--- config.mk ---
export PLATFORM = sky130hd
export DESIGN_NAME = game_state_ctrl
export DESIGN_NICKNAME = d
export VERILOG_FILES = /design/src/rtl/game_pkg.sv /design/src/rtl/point_dist_sq.sv /design/src/rtl/game_state_ctrl.sv
export SDC_FILE = /design/constraint.sdc
export NUM_CORES = 1
export LEC_CHECK = 0
export CAP_MARGIN = 10
export CORE_MARGIN = 2
export CORE_UTILIZATION = 48
export DETAILED_ROUTE_END_ITERATION = 8
export GPL_TIMING_DRIVEN = 0
export PLACE_DENSITY = 0.81
export SYNTH_ARGS = -nofsm -noshare
export SYNTH_HDL_FRONTEND = slang
export SYNTH_SLANG_ARGS = --single-unit
--- constraint.sdc ---
create_clock -name Clk -period 11.8 [get_ports Clk]
set_input_delay 1.18 -clock Clk [delete_from_list [all_inputs] [get_ports Clk]]
set_output_delay 1.18 -clock Clk [all_outputs]
set_load 0.05 [all_outputs]
--- src/rtl/game_pkg.sv ---
// Shared types and helpers for the game state controller and its scan datapath.
// Pure declarations: no timing, no flow control.
package game_pkg;

  typedef enum logic [1:0] {PLAY, POWER, DYING, OVER} game_state_t;
  typedef enum logic [1:0] {IDLE, SCAN, COMMIT} scan_state_t;

  localparam int FRUIT_PTS_DEF = 50;
  localparam int GHOST_PTS_DEF = 200;

  // Up to 8 entities of each kind, so an 8-bit count input covers every build.
  function automatic logic [3:0] popcount8(input logic [7:0] v);
    logic [3:0] c;
    c = '0;
    for (int i = 0; i < 8; i++) c = c + {3'b000, v[i]};
    return c;
  endfunction

endpackage

--- src/rtl/point_dist_sq.sv ---
// Combinational squared Euclidean distance between two pixel points; zero latency.
// No flow control: the output follows the inputs within the same cycle.
module point_dist_sq #(
  parameter int COORD_W = 10
) (
  input  logic [COORD_W-1:0]   ax,
  input  logic [COORD_W-1:0]   ay,
  input  logic [COORD_W-1:0]   bx,
  input  logic [COORD_W-1:0]   by,
  output logic [2*COORD_W+2:0] dist_sq
);

  localparam int DW = 2*COORD_W + 3;

  logic signed [COORD_W:0] dx, dy;
  logic [DW-1:0] dx_e, dy_e;

  assign dx = $signed({1'b0, ax}) - $signed({1'b0, bx});
  assign dy = $signed({1'b0, ay}) - $signed({1'b0, by});

  // Two's-complement squares are exact modulo 2^DW, and the true square fits.
  assign dx_e = {{(COORD_W+2){dx[COORD_W]}}, dx};
  assign dy_e = {{(COORD_W+2){dy[COORD_W]}}, dy};
  assign dist_sq = dx_e * dx_e + dy_e * dy_e;

endmodule

--- src/rtl/game_state_ctrl.sv ---
// Lives / power / death / score tracking with a once-per-frame collision scan.
// Commit lands NUM_GHOSTS+NUM_FRUITS+1 Clks after frame_tick; ticks during a scan are dropped and flagged.
module game_state_ctrl
  import game_pkg::*;
#(
  parameter int NUM_GHOSTS    = 3,
  parameter int NUM_FRUITS    = 3,
  parameter int COORD_W       = 10,
  parameter int LIVES_INIT    = 2,
  parameter int LIVES_W       = 2,
  parameter int POWER_FRAMES  = 600,
  parameter int DEATH_FRAMES  = 120,
  parameter int HIT_RADIUS_SQ = 64,
  parameter int SCORE_W       = 16,
  parameter int FRUIT_PTS     = FRUIT_PTS_DEF,
  parameter int GHOST_PTS     = GHOST_PTS_DEF
) (
  input  logic                          Clk,
  input  logic                          Reset,
  input  logic                          frame_tick,
  input  logic [COORD_W-1:0]            pacman_x,
  input  logic [COORD_W-1:0]            pacman_y,
  input  logic [NUM_GHOSTS*COORD_W-1:0] ghost_x,
  input  logic [NUM_GHOSTS*COORD_W-1:0] ghost_y,
  input  logic [NUM_FRUITS*COORD_W-1:0] fruit_x,
  input  logic [NUM_FRUITS*COORD_W-1:0] fruit_y,
  output logic [NUM_GHOSTS-1:0]         ghost_enable,
  output logic [NUM_FRUITS-1:0]         fruit_on,
  output logic                          reversal,
  output logic                          isDefeated,
  output logic                          respawn,
  output logic                          death,
  output logic [LIVES_W-1:0]            lives,
  output logic [SCORE_W-1:0]            score,
  output logic                          scan_overrun
);

  localparam int NUM_ENT = NUM_GHOSTS + NUM_FRUITS;
  localparam int IDX_W   = 5;
  localparam int DIST_W  = 2*COORD_W + 3;
  localparam int PWR_W   = $clog2(POWER_FRAMES + 1);
  localparam int DTH_W   = $clog2(DEATH_FRAMES + 1);
  localparam logic [32:0] SCORE_MAX = (33'd1 << SCORE_W) - 33'd1;

  scan_state_t               scan_q, scan_d;
  logic [IDX_W-1:0]          idx_q;
  logic [COORD_W-1:0]        pac_x_q, pac_y_q, ent_x, ent_y;
  logic                      ent_on, hit, overrun_q;
  logic [NUM_GHOSTS-1:0]     ghost_hit_q;
  logic [NUM_FRUITS-1:0]     fruit_hit_q;
  logic [DIST_W-1:0]         dist_sq;

  game_state_t               game_q, game_d;
  logic [LIVES_W-1:0]        lives_q, lives_d;
  logic [PWR_W-1:0]          power_q, power_d;
  logic [DTH_W-1:0]          death_q, death_d;
  logic [SCORE_W-1:0]        score_q, score_d;
  logic [NUM_GHOSTS-1:0]     gen_q, gen_d;
  logic [NUM_FRUITS-1:0]     fon_q, fon_d;
  logic                      defeated_q, defeated_d, respawn_q, respawn_d;
  logic [31:0]               fruit_add, ghost_add;

  function automatic logic [SCORE_W-1:0] sat_add(input logic [SCORE_W-1:0] s,
                                                 input logic [31:0] a);
    logic [32:0] sum;
    sum = 33'(s) + {1'b0, a};
    return (sum > SCORE_MAX) ? SCORE_W'(SCORE_MAX) : SCORE_W'(sum);
  endfunction

  // Entity mux: ghosts first, then fruits; ghost positions are taken live.
  always_comb begin
    ent_x  = '0;
    ent_y  = '0;
    ent_on = 1'b0;
    for (int i = 0; i < NUM_GHOSTS; i++) begin
      if (idx_q == IDX_W'(i)) begin
        ent_x  = ghost_x[i*COORD_W +: COORD_W];
        ent_y  = ghost_y[i*COORD_W +: COORD_W];
        ent_on = gen_q[i];
      end
    end
    for (int j = 0; j < NUM_FRUITS; j++) begin
      if (idx_q == IDX_W'(NUM_GHOSTS + j)) begin
        ent_x  = fruit_x[j*COORD_W +: COORD_W];
        ent_y  = fruit_y[j*COORD_W +: COORD_W];
        ent_on = fon_q[j];
      end
    end
  end

  point_dist_sq #(.COORD_W(COORD_W)) u_dist (
    .ax(pac_x_q), .ay(pac_y_q), .bx(ent_x), .by(ent_y), .dist_sq(dist_sq)
  );

  assign hit = ent_on && (dist_sq < DIST_W'(HIT_RADIUS_SQ));

  always_comb begin
    scan_d = scan_q;
    unique case (scan_q)
      IDLE:    if (frame_tick) scan_d = SCAN;
      SCAN:    if (idx_q == IDX_W'(NUM_ENT - 1)) scan_d = COMMIT;
      COMMIT:  scan_d = IDLE;
      default: scan_d = IDLE;
    endcase
  end

  always_ff @(posedge Clk) begin
    if (Reset) begin
      scan_q      <= IDLE;
      idx_q       <= '0;
      pac_x_q     <= '0;
      pac_y_q     <= '0;
      ghost_hit_q <= '0;
      fruit_hit_q <= '0;
      overrun_q   <= 1'b0;
    end else begin
      scan_q <= scan_d;
      if (scan_q == IDLE && frame_tick) begin
        pac_x_q     <= pacman_x;
        pac_y_q     <= pacman_y;
        idx_q       <= '0;
        ghost_hit_q <= '0;
        fruit_hit_q <= '0;
      end
      if (scan_q == SCAN) begin
        idx_q <= idx_q + IDX_W'(1);
        for (int i = 0; i < NUM_GHOSTS; i++)
          if (hit && idx_q == IDX_W'(i)) ghost_hit_q[i] <= 1'b1;
        for (int j = 0; j < NUM_FRUITS; j++)
          if (hit && idx_q == IDX_W'(NUM_GHOSTS + j)) fruit_hit_q[j] <= 1'b1;
      end
      if (scan_q != IDLE && frame_tick) overrun_q <= 1'b1;
    end
  end

  assign fruit_add = 32'(FRUIT_PTS) * 32'(popcount8(8'(fruit_hit_q)));
  assign ghost_add = 32'(GHOST_PTS) * 32'(popcount8(8'(ghost_hit_q)));

  // Game rules fire only in the single COMMIT cycle of each scan.
  always_comb begin
    game_d     = game_q;
    lives_d    = lives_q;
    power_d    = power_q;
    death_d    = death_q;
    score_d    = score_q;
    gen_d      = gen_q;
    fon_d      = fon_q;
    defeated_d = 1'b0;
    respawn_d  = 1'b0;
    if (scan_q == COMMIT) begin
      unique case (game_q)
        PLAY:
          if (|ghost_hit_q) begin
            defeated_d = 1'b1;
            if (lives_q == '0) begin
              game_d = OVER;
            end else begin
              lives_d = lives_q - LIVES_W'(1);
              death_d = DTH_W'(DEATH_FRAMES);
              game_d  = DYING;
            end
          end else if (|fruit_hit_q) begin
            fon_d   = fon_q & ~fruit_hit_q;
            score_d = sat_add(score_q, fruit_add);
            power_d = PWR_W'(POWER_FRAMES);
            game_d  = POWER;
          end
        POWER: begin
          gen_d   = gen_q & ~ghost_hit_q;
          fon_d   = fon_q & ~fruit_hit_q;
          score_d = sat_add(score_q, fruit_add + ghost_add);
          if (|fruit_hit_q) begin
            power_d = PWR_W'(POWER_FRAMES);
          end else begin
            power_d = (power_q == '0) ? '0 : power_q - PWR_W'(1);
            if (power_q <= PWR_W'(1)) game_d = PLAY;
          end
        end
        DYING: begin
          death_d = (death_q == '0) ? '0 : death_q - DTH_W'(1);
          if (death_q <= DTH_W'(1)) begin
            respawn_d = 1'b1;
            game_d    = PLAY;
          end
        end
        OVER:    game_d = OVER;
        default: game_d = PLAY;
      endcase
    end
  end

  always_ff @(posedge Clk) begin
    if (Reset) begin
      game_q     <= PLAY;
      lives_q    <= LIVES_W'(LIVES_INIT);
      power_q    <= '0;
      death_q    <= '0;
      score_q    <= '0;
      gen_q      <= '1;
      fon_q      <= '1;
      defeated_q <= 1'b0;
      respawn_q  <= 1'b0;
    end else begin
      game_q     <= game_d;
      lives_q    <= lives_d;
      power_q    <= power_d;
      death_q    <= death_d;
      score_q    <= score_d;
      gen_q      <= gen_d;
      fon_q      <= fon_d;
      defeated_q <= defeated_d;
      respawn_q  <= respawn_d;
    end
  end

  always_comb begin
    reversal     = (game_q == POWER);
    death        = (game_q == OVER);
    isDefeated   = defeated_q;
    respawn      = respawn_q;
    lives        = lives_q;
    score        = score_q;
    ghost_enable = gen_q;
    fruit_on     = fon_q;
    scan_overrun = overrun_q;
  end

endmodule

### Word level (Yosys, flattened, before mapping)

Cells that the tools add are included.

* register bits: 79
* output and inout bits: 29
* logic and storage cells: 155

* add/sub/neg operators: 14
* $mul: 4
* magnitude comparators: 5
* equality and inequality tests: 20
* mux-type cells: 59
* bitwise gates (word level): 8
* reduce and logical (&&, ||, !) cells: 29

Operator list (number)
* $mux 10: 16
* $mux 16: 4
* $mul 11x11->22: 2
* $gt 17x16->1 const B: 2
* $pmux 16 s2: 1
* $add 23x23->23: 1
* $lt 23x7->1 const B: 1
* $sub 10x10->11: 2
* $mux 7: 3
* $pmux 10 s2: 1
* $mux 3: 6
* $add 16x12->17: 1
* $add 16x9->17: 1
* $mul 5x3->8 const A: 2
* $ne 2x2->1 const B: 8
* $mux 1: 15
* $mux 2: 7
* $pmux 7 s2: 1
* $add 9x11->12: 1
* $reduce_and 4->1: 3
* $reduce_or 3->1: 4
* $eq 5x2->1 const B: 2
* $eq 5x3->1 const B: 2
* $le 10x1->1 const B: 1
* 27 further kinds: 52

### Longest topological paths before layout

Gate-level depths: netlist (run 1).

* depth in word-level cells: 15
* depth in mapped cells: 50
* mapped depth without buffers: 49

### By module

From an unflattened synthesis (run 1), not the netlist that was laid out.

* cells, all modules: 1740
* area total of the unflattened synthesis: 14915.6 um^2

By module, submodules not included
* point_dist_sq: instances 1, cells each 1002, area an instance 9370.2 um^2
* game_state_ctrl: instances 1, cells each 738, area an instance 5545.3 um^2

### Least setup slack after synthesis (run 1)

No wires, ideal clock.

* kind: register to register
* start point: register idx_q[2]
* end point: register fruit_hit_q[0]
* library setup time: 60 ps
* arrival time: 10102 ps
* required time: 11740 ps
* slack: 1638 ps
* stages on the path, launching flop included: 48
* path buffers: 5
* clock period less this slack: 10162 ps
* cell sequence: dfxtp_1 clkbuf_1 nor3_1 and2_1 clkbuf_1 buf_2 buf_1 a21oi_1 o211ai_1 o21ai_0 ha_1 nor2b_1 o21ai_1 a21boi_1 o31a_1 o21ai_0 nand2b_1 xnor2_1 [12 not listed] ha_1 or3_1 o22ai_1 o21ai_1 or4_1 a31oi_1 xnor2_1 ha_1 buf_4 nor3b_1 o21ai_1 o211ai_1 a2111oi_2 and4_1 nand4_1 or4_4 nor4_4 a22o_1

* word-level cells in the longest chain between the ends: 15

Ends and longest elaborated chain
* start, declared: line game_state_ctrl.sv:46 `logic [IDX_W-1:0] idx_q;`
* start signal, assigned: line game_state_ctrl.sv:126 `idx_q <= idx_q + IDX_W'(1);`
* $logic_not 5->1: line game_state_ctrl.sv:76 `if (idx_q == IDX_W'(i)) begin`
* $mux 10 (3 in series): line game_state_ctrl.sv:76
* $mux 10 (3 in series): line game_state_ctrl.sv:83 `if (idx_q == IDX_W'(NUM_GHOSTS + j)) begin`
* $sub 10x10->11, on equally long branches: line point_dist_sq.sv:18, point_dist_sq.sv:19
* $mul 11x11->22: line point_dist_sq.sv:24 `assign dist_sq = dx_e * dx_e + dy_e * dy_e;`
* $add 23x23->23: line point_dist_sq.sv:24
* $lt 23x7->1: line game_state_ctrl.sv:95 `assign hit = ent_on && (dist_sq < DIST_W'(HIT_RADIUS_SQ));`
* $logic_and 1x1->1: line game_state_ctrl.sv:95
* $logic_and 1x1->1 *: line game_state_ctrl.sv:130 `if (hit && idx_q == IDX_W'(NUM_GHOSTS + j)) fruit_hit_q[j] <= 1'b1;`
* $mux 1 *: line game_state_ctrl.sv:130
* $mux 3 *: line game_state_ctrl.sv:125 `if (scan_q == SCAN) begin`
* end signal, assigned: line game_state_ctrl.sv:114 `fruit_hit_q <= '0;`
* end signal, assigned: line game_state_ctrl.sv:123 `fruit_hit_q <= '0;`
* end signal, assigned by index: line game_state_ctrl.sv:130
* end, declared: line game_state_ctrl.sv:50 `logic [NUM_FRUITS-1:0] fruit_hit_q;`

Mark *: on every way between the ends. The rest lies on a longest branch, timed or not.
A chain may end at the register's enable or synchronous reset.

### Worst setup path in the final report (run 1)

* start point: input ghost_x[10]
* end point: register ghost_hit_q[0]

* word-level cells in the longest chain between the ends: 13

Ends and longest elaborated chain
* start, declared: line game_state_ctrl.sv:23 `input logic [NUM_GHOSTS*COORD_W-1:0] ghost_x,`
* $mux 10 (2 in series): line game_state_ctrl.sv:76
* $mux 10 (3 in series): line game_state_ctrl.sv:83
* $sub 10x10->11: line point_dist_sq.sv:18 `assign dx = $signed({1'b0, ax}) - $signed({1'b0, bx});`
* $mul 11x11->22: line point_dist_sq.sv:24
* $add 23x23->23: line point_dist_sq.sv:24
* $lt 23x7->1: line game_state_ctrl.sv:95
* $logic_and 1x1->1: line game_state_ctrl.sv:95
* $logic_and 1x1->1: line game_state_ctrl.sv:128 `if (hit && idx_q == IDX_W'(i)) ghost_hit_q[i] <= 1'b1;`
* $mux 1: line game_state_ctrl.sv:128
* $mux 3: line game_state_ctrl.sv:125
* end signal, assigned: line game_state_ctrl.sv:113 `ghost_hit_q <= '0;`
* end signal, assigned: line game_state_ctrl.sv:122 `ghost_hit_q <= '0;`
* end signal, assigned by index: line game_state_ctrl.sv:128
* end, declared: line game_state_ctrl.sv:49 `logic [NUM_GHOSTS-1:0] ghost_hit_q;`

Every way passes these cells.

==> impl_metrics.json, run 1 <==
{
  "drtIter0Drc": 940,
  "numClockSinks": 79,
  "die_width_um": 182,
  "n_antenna_cell": 0,
  "synthTopCellsByArea": "fa_1, ha_1, dfxtp_1",
  "status": "complete, no violations",
  "yosysTopAreaCellShare": 0.276,
  "cpPeakStageDelay_ns": 0.55,
  "cp_slowest_cell": "fa_1",
  "max-cap-violations": 0,
  "r2r_cells": 50,
  "die_height_um": 182,
  "ff_to_ff_setup_slack_ns": 0.46,
  "final.min_clock_period_ns": 11.37,
  "placed_area_um2": 17400,
  "layout-area-overhead-vs-synth_pct": 17.8,
  "num_io_pins": 172,
  "timing_worst_setup_path_type": "in -> reg",
  "cts.htree.levels": 3,
  "tightest_slew_ns": 1.10,
  "postCtsHoldBufs": 0,
  "cts-root-to-sink-buffers": 2,
  "worst_setup_hold_path_clk_slew_ns": 0.06,
  "post_synth_instance_area_um2": 15200,
  "final-setup-viol-count": 0,
  "dr_total_vias": 13700,
  "synth_async_sr_flop_share": 0,
  "min_to": "pac_x_q[0]",
  "largest_delay_contributor_family_on_the_critical_path": "adder cells",
  "wire_length_of_the_first_global_routing_pass_um": 68700,
  "start_util": 0.485,
  "ys.warnings.count": 0,
  "final_net_count": 2591,
  "r2r-end": "ghost_hit_q[0]",
  "cp.required_ns": 12.09,
  "fin_crit_sh": 0.964,
  "report.final.slew_viol_count": 0,
  "critical_path_sink_type": "flip-flop",
  "placement_rows": 65,
  "grt_max_degree": 16,
  "cts_tree": "yes",
  "synth-seq-area-share": 0.104,
  "post_route_design_area_um2": 17900,
  "ant_nets": 0,
  "antenna_found_initial": 0,
  "synthesized_flop_and_latch_total": 79,
  "hold_path.class": "reg -> reg",
  "detail_route.first_pass.iterations": 6,
  "synthesis.area_per_instance_um2": 8.04,
  "detail_route.vias_per_cell": 5.54,
  "worstPathArrival_ns": 11.66,
  "yosysTopAreaCell": "fa_1",
  "source_of_the_worst_register_to_register_timing_path": "idx_q[1]",
  "worst_skew_pair.late_latency_ns": 0.35,
  "number_of_cts_inserted_buffers": 9,
  "coreArea_um2": 31300,
  "post_synth_inst_count": 1888,
  "total_number_of_cells_along_the_worst_setup_path": 46,
  "startpoint_class": "primary input",
  "maxClockFrequency_ghz": 0.0879,
  "cts.root.buffer_cell": "clkbuf_16",
  "hold-path-cell-count": 2,
  "timing.clock.skew_ns": 0.0124,
  "critical_path_buffer_and_inverter_count": 9,
  "grt_pass1_vias": 14200,
  "routed_wirelength_um": 41900,
  "synth_enable_flop_cells": 0,
  "hold_viol": 0,
  "synth.net_count": 2405,
  "hpwlAfterDp_um": 35200,
  "netlist-cell-type-count": 79,
  "drt-wirelength-per-cell_um": 16.9,
  "port-buffer-count": 171,
  "min_from": "pac_x_q[0]",
  "grt.total_usage": 0.256,
  "drive_above_1_share": 0.0443,
  "top_flip_flop_cell_by_instance_count_after_synthesis": "dfxtp_1",
  "max-slew-margin-rel": 0.262,
  "gp_congestion": 0.974,
  "critPathMaxFanout": 9,
  "remaining_drc_errors": 0,
  "globalRoute.totalOverflow": 0,
  "area_of_the_die_um2": 33100
}
cell type report:
cell class	count	area, µm²
Fill cell	2750	13400
Multi-Input combinational cell	1374	12100
Timing Repair Buffer	176	1750
Sequential cell	79	1580
Inverter	380	1430
Tap cell	402	503
Buffer	54	251
Clock buffer	10	239
Clock inverter	6	52.6
flip-flops by register name (all words and copies together) (netlist names), 2 cells and up:
register	count
ghost_hit_q	3
lives	2
fruit_hit_q	3
idx_q	5
fruit_on	3
score	16
pac_x_q	10
power_q	10
game_q	2
death_q	7
scan_q	2
pac_y_q	10
ghost_enable	3
tightest hold or removal path: stages (launching register included):
cell and delay, ns:
dfxtp_1 0.31, nand2_1 0.05, a21oi_1 0.05
worst max path at each step:
stage | to | from | slack [ns]
final | ghost_hit_q[0] | ghost_x[10] | 0.43
after global routing | ghost_hit_q[0] | idx_q[2] | -0.05
after CTS | ghost_hit_q[0] | ghost_y[10] | 0.11
after detailed placement | ghost_hit_q[0] | ghost_y[10] | -0.35
after global placement | fruit_hit_q[0] | ghost_y[10] | -0.07
after floorplan | fruit_hit_q[0] | idx_q[2] | 1.64
layer usage:
metal	track usage	up-vias	routed length, µm
li1	-	6491	-
met5	0	-	0
met4	0.0618	0	807
met2	0.458	524	20800
met1	0.330	6659	17800
met3	0.0279	62	2490
cell usage in the layout, fill, tap and decap left out, types with 34 or more instances in the layout:
| master | count |
|---|---|
| a21oi_1 | 121 |
| a22oi_1 | 44 |
| clkbuf_1 | 34 |
| clkdlybuf4s50_1 | 171 |
| dfxtp_1 | 79 |
| fa_1 | 208 |
| ha_1 | 165 |
| inv_1 | 374 |
| nand2_1 | 146 |
| nor2_1 | 213 |
| nor3_1 | 39 |
| o21ai_0 | 67 |
| xnor2_1 | 61 |
kinds of logic after synthesis:
kind of cell,Yosys count,share of synthesized area
buffers and inverters,435,0.110
AO/OA/AOI/OAI,394,0.168
adder cells (fa/ha/maj),374,0.412
flip-flops,79,0.104
XOR/XNOR,84,0.0485
multiplexers,8,0.00552
AND/OR/NAND/NOR,514,0.152
repair_timing:
| item | CTS | global route |
|---|---|---|
| pin swaps | 0 | 2 |
| setup endpoints to repair | 6 | 6 |
| resized for setup | 6 | 36 |
| endpoints found under the hold margin | 0 | 0 |
| setup buffers | 0 | 5 |
synthesized netlist by cell type (all sizes together), types with 8 or more instances:
| master | n |
|---|---|
| dfxtp | 79 |
| nand3 | 14 |
| mux2i | 8 |
| ha | 165 |
| a21o | 26 |
| a31oi | 11 |
| buf | 15 |
| xor2 | 21 |
| nor2 | 215 |
| a21oi | 123 |
| inv | 379 |
| nand2 | 148 |
| o21a | 15 |
| and3 | 12 |
| o211ai | 24 |
| nor2b | 12 |
| xnor2 | 63 |
| nand2b | 18 |
| clkbuf | 40 |
| a22oi | 44 |
| fa | 209 |
| o21ai | 77 |
| nand4 | 8 |
| and2 | 13 |
| nor3 | 40 |
per-stage QoR:
step / std cells / TNS, ns / setup slack (ns) / utilization / hold slack (ns)
2_1_floorplan: 1888 / 0 / 1.64 / - / 0.436
3_3_place_gp: 2461 / -0.391 / -0.0659 / 0.555 / 0.445
3_5_place_dp: 2461 / -2.04 / -0.347 / 0.555 / 0.452
4_1_cts: 2477 / 0 / 0.108 / 0.566 / 0.461
5_1_grt: 2481 / -0.220 / -0.0487 / 0.571 / 0.475
6_report: 2481 / 0 / 0.428 / 0.571 / 0.460
Power of run 1 is not shown: default switching activity piles up to over one toggle a cycle in this logic, so the estimate is an artifact.
==> inputs of run 2 (changes only) <==
- clock period: 11.8 -> 13.9 ns (I/O delays scaled with it)
==> run 2 against run 1 <==
Critical path type is now reg -> reg. Critical endpoint unchanged. Worst setup slack improved by 1.2 ns. Clock skew barely moved. Critical path depth fell by 4. Via count barely moved. Die area did not move. Cell count fell by 0.16%. Clock-buffer cell count did not move. Sequential share of layout area rose by 0.096 points. First-iteration DRC count fell by 0.96%. Register-to-register slack improved by 1.2 ns.
==> impl_metrics.json, run 2 (same netlist as run 1, synthesis figures left out) <==
{
  "status": "complete, no violations",
  "hold_viol": 0,
  "grt.total_usage": 0.255,
  "number_of_cts_inserted_buffers": 9,
  "cts_tree": "yes",
  "port-buffer-count": 171,
  "max-cap-violations": 0,
  "critical_path_sink_type": "flip-flop",
  "ff_to_ff_setup_slack_ns": 1.65,
  "cts-root-to-sink-buffers": 2,
  "cts.root.buffer_cell": "clkbuf_16",
  "num_io_pins": 172,
  "r2r_cells": 42,
  "critPathMaxFanout": 10,
  "remaining_drc_errors": 0,
  "wire_length_of_the_first_global_routing_pass_um": 68600,
  "globalRoute.totalOverflow": 0,
  "timing.setup.tns_ns": 0,
  "cts_resized": 0,
  "cpPeakStageDelay_ns": 0.75,
  "grt_pass1_vias": 14200,
  "die_width_um": 182,
  "most-common-layout-cells": "inv_1, nor2_1, fa_1, clkdlybuf4s50_1, ha_1",
  "layout-area-overhead-vs-synth_pct": 16.5,
  "n_antenna_cell": 0,
  "largest_register_ffs": 16,
  "cp_slowest_cell": "xor2_1",
  "drive_above_1_share": 0.0280,
  "max-slew-margin-rel": 0.265,
  "routed_wirelength_um": 41600,
  "cts.htree.levels": 3,
  "die_height_um": 182,
  "grt_max_degree": 16,
  "worstPathArrival_ns": 12.53,
  "drt-wirelength-per-cell_um": 16.8,
  "coreArea_um2": 31300,
  "startpoint_class": "flip-flop",
  "worst_setup_hold_path_clk_slew_ns": 0.06,
  "final.min_clock_period_ns": 12.25,
  "detail_route.vias_per_cell": 5.54,
  "fin_crit_sh": 0.881,
  "grt_setup_unrepaired": "no",
  "final_net_count": 2587,
  "numClockSinks": 79,
  "worst_skew_pair.late_latency_ns": 0.35,
  "maxClockFrequency_ghz": 0.0817,
  "hpwlAfterDp_um": 35200,
  "postCtsHoldBufs": 0,
  "start_util": 0.485,
  "ant_nets": 0,
  "placement_rows": 65,
  "drtIter0Drc": 931,
  "gp_congestion": 0.974,
  "critical-path-top-cell-by-count": "fa_1",
  "tightest_slew_ns": 1.10,
  "layout.cells.most_common": "inv_1",
  "detail_route.first_pass.iterations": 5,
  "final-setup-viol-count": 0,
  "timing.clock.skew_ns": 0.0122,
  "cp.required_ns": 14.18,
  "hold-path-cell-count": 2,
  "hold_path.class": "reg -> reg",
  "post-cts-setup-buffers": 0,
  "report.final.slew_viol_count": 0,
  "timing_worst_setup_path_type": "reg -> reg",
  "dr_total_vias": 13700,
  "antenna_found_initial": 0,
  "area_of_the_die_um2": 33100
}
-- run 2: per-stage QoR --
stage / hold slack, ns / instances / setup WS (ns) / area (µm²) / utilization
2_1_floorplan: 0.436 / 1888 / 3.70 / 15200 / -
4_1_cts: 0.461 / 2477 / 1.78 / 17700 / 0.565
3_3_place_gp: 0.445 / 2461 / 1.82 / 17400 / 0.555
6_report: 0.458 / 2477 / 1.65 / 17700 / 0.565
5_1_grt: 0.475 / 2477 / 0.769 / 17700 / 0.565
3_5_place_dp: 0.452 / 2461 / 1.54 / 17400 / 0.555
-- run 2: critical path, delay by kind of cell (launching register included) --
kind,cells,cell delay [ns]
simple gates,10,3.10
flops,1,0.30
xor+xnor,2,0.89
buf+inv,10,1.89
compound gates,12,2.51
fa+ha+maj,8,3.47
-- run 2: worst paths after layout --
kind,startpoint,to
max reg2reg,idx_q[2],ghost_hit_q[0]
min,pac_x_q[0],pac_x_q[0]
max,idx_q[2],ghost_hit_q[0]
min reg2reg,pac_x_q[0],pac_x_q[0]
-- run 2: metal layers --
layer  GRT usage  routed length (µm)  share of wire  up-vias
li1            -                   -              -     6489
met1       0.329               17600           0.42     6655
met2       0.457               20600           0.49      517
met3      0.0287                2560          0.061       65
met4      0.0618                 847          0.020        0
met5           0                   0              0        -
-- run 2: cell type report --
type	count	area [µm²]
repair buffers	171	1710
multi-input cells	1374	11900
clock buffers	10	239
well taps	402	503
plain buffers	55	245
inverters	380	1430
flip-flops and latches	79	1580
fillers	2778	13600
clock inverters	6	52.6
Power of run 2 is left out for the same reason.
==> inputs of run 3 (changes only) <==
- CAP_MARGIN: 10 -> 20
- TNS_END_PERCENT: not set -> 5
==> results of run 3 <==
Final layout, timing and power as in run 2 (identical DEF).
Power of run 3 is left out for the same reason.
